<file path="src/rtl/fp32_pkg.sv">
// Shared FP32 definitions: rounding modes, canonical quiet NaN, operand classes,
// the FIFO entry layout and IEEE-754 field helpers.
package fp32_pkg;

   localparam logic [1:0] RM_RNE = 2'b00;
   localparam logic [1:0] RM_RTZ = 2'b01;
   localparam logic [1:0] RM_RUP = 2'b10;
   localparam logic [1:0] RM_RDN = 2'b11;

   localparam logic [31:0] QNAN = 32'h7FC00000;

   typedef enum logic [1:0] {
      ZERO = 2'd0,
      NORM = 2'd1,
      INF  = 2'd2,
      NAN  = 2'd3
   } fp_class_t;

   typedef struct packed {
      logic [31:0] a;
      logic [31:0] b;
      logic [1:0]  rmode;
   } issue_entry_t;

   function automatic logic fp_sign(input logic [31:0] value);
      return value[31];
   endfunction

   function automatic logic [7:0] fp_exp(input logic [31:0] value);
      return value[30:23];
   endfunction

   function automatic logic [22:0] fp_mant(input logic [31:0] value);
      return value[22:0];
   endfunction

   // Subnormals are flushed to a zero that keeps the operand's sign.
   function automatic logic [31:0] fp_ftz(input logic [31:0] value);
      if (fp_exp(value) == 8'h00 && fp_mant(value) != 23'd0)
         return {value[31], 31'd0};
      return value;
   endfunction

endpackage

</file>
<file path="src/rtl/fp32_classify.sv">
// Combinational FP32 operand classifier. Operands reach it already flushed,
// so any zero exponent is treated as a zero.
module fp32_classify
   import fp32_pkg::*;
(
   input  logic [31:0] value,
   output fp_class_t   cls,
   output logic        sign
);

   always_comb begin
      cls  = NORM;
      sign = fp_sign(value);
      if (fp_exp(value) == 8'h00)
         cls = ZERO;
      else if (fp_exp(value) == 8'hFF)
         cls = (fp_mant(value) != 23'd0) ? NAN : INF;
   end

endmodule

</file>
<file path="src/rtl/fp32_add_issue.sv">
// Operand issue FIFO and stallable result register around a combinational FP32 adder.
// Defining FP32_ISSUE_STATS_EN adds the stat_total/stat_special load counters. FIFO_DEPTH must be 2 or 4.
module fp32_add_issue
   import fp32_pkg::*;
#(
   parameter int FIFO_DEPTH = 2
) (
   input  logic        clk,
   input  logic        rst,
   input  logic        in_valid,
   output logic        in_ready,
   input  logic [31:0] in_a,
   input  logic [31:0] in_b,
   input  logic        in_sub,
   input  logic [1:0]  in_rmode,
   output logic [31:0] add_a,
   output logic [31:0] add_b,
   output logic [1:0]  add_rmode,
   input  logic [31:0] add_y,
   input  logic        add_error,
   input  logic        add_overflow,
   output logic        out_valid,
   input  logic        out_ready,
   output logic [31:0] out_y,
   output logic        out_error,
   output logic        out_overflow
`ifdef FP32_ISSUE_STATS_EN
   ,
   output logic [15:0] stat_total,
   output logic [15:0] stat_special
`endif
);

   localparam int PTR_W = $clog2(FIFO_DEPTH);
   localparam int CNT_W = PTR_W + 1;
   localparam logic [CNT_W-1:0] FULL_CNT = CNT_W'(FIFO_DEPTH);
   localparam logic [PTR_W-1:0] LAST_PTR = PTR_W'(FIFO_DEPTH - 1);

   issue_entry_t       mem [FIFO_DEPTH];
   issue_entry_t       new_entry;
   issue_entry_t       head;
   logic [PTR_W-1:0]   wr_ptr;
   logic [PTR_W-1:0]   rd_ptr;
   logic [CNT_W-1:0]   count;
   logic               head_valid;
   logic               push;
   logic               load;

   fp_class_t          cls_a;
   fp_class_t          cls_b;
   logic               sign_a;
   logic               sign_b;
   logic [31:0]        res_y;
   logic               res_error;
   logic               res_overflow;
   logic               res_special;

   // in_ready looks only at occupancy, so a full FIFO refuses even when popping.
   assign in_ready   = (count != FULL_CNT);
   assign head_valid = (count != '0);
   assign push       = in_valid && in_ready;
   assign load       = head_valid && (!out_valid || out_ready);
   assign head       = mem[rd_ptr];

   always_comb begin
      new_entry.a     = fp_ftz(in_a);
      new_entry.b     = fp_ftz({in_b[31] ^ in_sub, in_b[30:0]});
      new_entry.rmode = in_rmode;
   end

   always_ff @(posedge clk) begin
      if (push)
         mem[wr_ptr] <= new_entry;
   end

   always_ff @(posedge clk or posedge rst) begin
      if (rst) begin
         wr_ptr <= '0;
         rd_ptr <= '0;
         count  <= '0;
      end else begin
         if (push)
            wr_ptr <= (wr_ptr == LAST_PTR) ? '0 : wr_ptr + PTR_W'(1);
         if (load)
            rd_ptr <= (rd_ptr == LAST_PTR) ? '0 : rd_ptr + PTR_W'(1);
         case ({push, load})
            2'b10:   count <= count + CNT_W'(1);
            2'b01:   count <= count - CNT_W'(1);
            default: count <= count;
         endcase
      end
   end

   // The adder sees registered FIFO state only, zeroed while the FIFO is empty.
   always_comb begin
      add_a     = '0;
      add_b     = '0;
      add_rmode = '0;
      if (head_valid) begin
         add_a     = head.a;
         add_b     = head.b;
         add_rmode = head.rmode;
      end
   end

   fp32_classify u_classify_a (
      .value (add_a),
      .cls   (cls_a),
      .sign  (sign_a)
   );

   fp32_classify u_classify_b (
      .value (add_b),
      .cls   (cls_b),
      .sign  (sign_b)
   );

   always_comb begin
      res_y        = add_y;
      res_error    = add_error;
      res_overflow = add_overflow;
      res_special  = 1'b1;
      if (cls_a == NAN || cls_b == NAN) begin
         res_y        = QNAN;
         res_error    = 1'b1;
         res_overflow = 1'b0;
      end else if (cls_a == INF && cls_b == INF && sign_a != sign_b) begin
         res_y        = QNAN;
         res_error    = 1'b1;
         res_overflow = 1'b0;
      end else if (cls_a == INF || cls_b == INF) begin
         res_y        = (cls_a == INF) ? add_a : add_b;
         res_error    = 1'b0;
         res_overflow = 1'b0;
      end else if (cls_a == ZERO && cls_b == ZERO) begin
         if (sign_a == sign_b)
            res_y = add_a;
         else
            res_y = (add_rmode == RM_RDN) ? 32'h80000000 : 32'h00000000;
         res_error    = 1'b0;
         res_overflow = 1'b0;
      end else if (cls_a == ZERO || cls_b == ZERO) begin
         res_y        = (cls_a == ZERO) ? add_b : add_a;
         res_error    = 1'b0;
         res_overflow = 1'b0;
      end else begin
         res_special  = 1'b0;
      end
   end

   always_ff @(posedge clk or posedge rst) begin
      if (rst) begin
         out_valid    <= 1'b0;
         out_y        <= '0;
         out_error    <= 1'b0;
         out_overflow <= 1'b0;
      end else if (load) begin
         out_valid    <= 1'b1;
         out_y        <= res_y;
         out_error    <= res_error;
         out_overflow <= res_overflow;
      end else if (out_ready) begin
         out_valid    <= 1'b0;
      end
   end

`ifdef FP32_ISSUE_STATS_EN
   always_ff @(posedge clk or posedge rst) begin
      if (rst) begin
         stat_total   <= '0;
         stat_special <= '0;
      end else if (load) begin
         if (stat_total != 16'hFFFF)
            stat_total <= stat_total + 16'd1;
         if (res_special && stat_special != 16'hFFFF)
            stat_special <= stat_special + 16'd1;
      end
   end
`endif

endmodule
</file>
<file path="config.mk">
export PLATFORM = sky130hd
export DESIGN_NAME = fp32_add_issue
export DESIGN_NICKNAME = d
export VERILOG_FILES = /design/src/rtl/fp32_pkg.sv /design/src/rtl/fp32_classify.sv /design/src/rtl/fp32_add_issue.sv
export SDC_FILE = /design/constraint.sdc
export NUM_CORES = 1
export LEC_CHECK = 0
export CAP_MARGIN = 20
export CORE_MARGIN = 5
export CORE_UTILIZATION = 45
export CTS_CLUSTER_DIAMETER = 50
export DETAILED_ROUTE_END_ITERATION = 6
export GPL_TIMING_DRIVEN = 0
export PLACE_DENSITY = 0.77
export SYNTH_ARGS = -nofsm -noshare
export SYNTH_HDL_FRONTEND = slang
export SYNTH_HIERARCHICAL = 1
export SYNTH_SLANG_ARGS = --single-unit
</file>
<file path="constraint.sdc">
create_clock -name clk -period 4.2 [get_ports clk]
set_input_delay 0.84 -clock clk [delete_from_list [all_inputs] [get_ports clk]]
set_output_delay 0.84 -clock clk [all_outputs]
set_load 0.02 [all_outputs]
</file>
==> flow_summary.ini <==
[global_routing]
grt_pass1_vias = 6636
antenna_found_initial = 0
grt_max_degree = 43
grt_usage_pct = 25.01
grt.overflow.total = 0
grt_pass1_wl_um = 38330

[clock_tree]
htree_levels = 4
cts.sinks = 171
cts_buffer_depth = 2
clockRootBuffer = clkbuf_16
clk_latency_ps = 430
cts_hold_buf = 0
cts_tree = yes
cts_buffers = 17
path_clk_slew_ps = 70

[route]
drt_iter0_markers = 856
routed-wl-met2_um = 12740
avgViaCountPerCell = 5.879
wl_per_cell_um = 22.68
highest_layer = met4
vias = 6714
postRouteAntennaNets = 0
route.met3.wl_um = 2171
wl_met1_um = 10050
route.detailed.drc = 0
wl_um = 25900
dr.pass1.iters = 6

[placement]
place_hpwl_um = 19360
place_congestion = 0.8534
pre_cts_ws_ps = 172.3
port_buffers = 206

[sta]
setup_slack_ps = 314.8
min_period_over_period_pct = 92.51
hold_viol = 0
max_freq_ghz = 0.2574
tightestPinTransition_ps = 733.7
setup-tns-final_ps = 0
fin_skew_ps = 6.980
drv_slew = 0
setup_viol_count_final = 0
max_slew_margin_pct = 50.97
min_period_ps = 3885
rsz0062_at_grt = no

[power_and_ir_drop]
power.total_mw = 8.682
ir_worst_vdd_mv = 0.5504
p_leak_nw = 4.122
power_density_nw_per_um2 = 781.6

[floorplan]
die_height_um = 143.8
start_util_pct = 45.32
die_area_um2 = 20680
ios = 207
dieWidth_um = 143.8
rows = 49
core-area_um2 = 17780

[synthesis]
synth_cell_types = 46
yosysTopAreaCellShare_pct = 49.19
yosys_warnings = 6
synthCells = 671
ys_ff_latch = 171
yosysTopAreaCell = edfxtp_1
syn_nets = 777
syn_avg_cell_area_um2 = 12.01
synthArstFlopShare_pct = 22.81
ys.flop_type = edfxtp_1
synth_edf_count = 132
synth.area.top_cells = edfxtp_1 (49%), dfrtp_1 (12%), mux2i_1 (8.2%)
yosysSeqAreaShare_pct = 61.30
syn_area_um2 = 8058

[setup_path]
worst-path-max-fanout = 10
critPathCaptureType = register
crit_required_ps = 4500
crit_path_cell_trace = buf_4, nor2_2, buf_4, buf_4, nor2_1, nor4_1, and4_1, a22oi_1, and2_1, buf_2, clkbuf_1, a222oi_1, a21oi_1
cp-start-kind = register
crit_top_cell = buf_4
cp.arrival_ps = 4180
cpMaxStageDelayCell = a222oi_1
cpPeakStageDelay_ps = 500
cp_top_family = simple AND/OR/NAND/NOR gates
critical_path_class = register to register
path_buf_inv = 5

[cells_and_area]
insertedDiodeCount = 0
area_growth_pct = 37.86
fin_nets = 1006
layout-drive-gt1-share_pct = 8.981

[status]
status = completed

[hold_path]
hp-class = register to register

[job]
cap_violations = 0
registers in the layout, summed over array words and instances (netlist names):
name	flops
out_y	32
mem	132
rd_ptr	1
out_valid	1
out_error	1
wr_ptr	1
out_overflow	1
count	2
metrics by stage:
step / area [um^2] / util (%) / hold WS [ps] / std cells
after floorplan: 8058 / - / 460.8 / 671
after global placement: 10410 / 58.53 / 468.4 / 1106
after detailed placement: 10510 / 59.09 / 483.6 / 1110
after CTS: 11110 / 62.46 / 498.1 / 1142
after global routing: 11110 / 62.48 / 515.0 / 1142
final: 11110 / 62.48 / 496.8 / 1142
cell families after synthesis:
kind of cell	synth area share (%)
mux	8.199
xor+xnor	0.7609
simple gates	14.69
buf+inv	4.224
fa+ha+maj	0.1553
flops	61.30
compound gates	10.67
synthesized netlist by cell type (all sizes together) (2+ instances only):
cell type  number
a211oi          2
a21oi          35
a222oi          9
a22oi           2
and2           48
and4            2
buf            33
clkbuf         24
dfrtp          39
edfxtp        132
inv             3
mux2i          66
nand2          56
nand2b          3
nand4           7
nor2           86
nor3            5
nor4           26
o211ai         22
o21ai          25
o21bai          2
o221ai         22
or4             4
xnor2           4
xor2            3
cell type report:
type | count | area (um^2)
Clock inverter | 14 | 170.2
Tap cell | 229 | 286.5
Multi-Input combinational cell | 439 | 2790
Buffer | 58 | 331.6
Sequential cell | 171 | 4940
Timing Repair Buffer | 210 | 2150
Inverter | 3 | 11.26
Fill cell | 1449 | 6671
Clock buffer | 18 | 429.2
timing repair:
action,in CTS,in global routing
gates resized for setup,0,3
endpoints found under the setup margin,0,1
buffers inserted,0,0
power breakdown:
part | internal, mW | total [mW] | switching, mW
logic | 1.80 | 4.54 | 2.74
clock network | 0.937 | 1.59 | 0.657
registers | 2.36 | 2.55 | 0.192
total | 5.10 | 8.68 | 3.59
final timing paths:
path | from | end | slack, ps | depth (start not counted)
max | count[0] | out_y[25] | 310 | 13
min | out_y[20] | out_y[20] | 500 | 2
max reg2reg | count[0] | out_y[25] | 310 | 13
min reg2reg | out_y[20] | out_y[20] | 500 | 2
max in group asynchronous | rst | out_y[18] | 3190 | 3
min in group asynchronous | rst | out_valid | 590 | 2
routing by layer:
layer / global-route usage (%) / vias to the layer above
met3: 5.058 / 63
li1: - / 2974
met5: 0 / -
met2: 41.87 / 374
met1: 31.82 / 3303
met4: 10.41 / 0
tightest hold or removal path, stage by stage, from the launching register on:
cell	delay [ps]
dfrtp_1	340
nand2_1	50
o21ai_1	60
layout by cell type (no fill, tap or decap), types with 4 or more instances in the layout:
| cell | synthesis | layout |
|---|---|---|
| clkdlybuf4s50_1 | 0 | 206 |
| edfxtp_1 | 132 | 132 |
| nor2_1 | 83 | 82 |
| mux2i_1 | 66 | 66 |
| nand2_1 | 56 | 56 |
| and2_1 | 47 | 47 |
| dfrtp_1 | 39 | 39 |
| a21oi_1 | 34 | 34 |
| clkbuf_1 | 24 | 24 |
| nor4_1 | 24 | 24 |
| o21ai_1 | 23 | 23 |
| o211ai_1 | 22 | 22 |
| o221ai_1 | 22 | 22 |
| clkbuf_16 | 0 | 17 |
| buf_2 | 16 | 16 |
| buf_4 | 9 | 9 |
| a222oi_1 | 9 | 9 |
| buf_6 | 7 | 7 |
| nand4_1 | 7 | 7 |
| nor3_1 | 5 | 5 |
| xnor2_1 | 4 | 4 |
| or4_1 | 4 | 4 |
No activity file was read; power rests on OpenSTA's default activity.
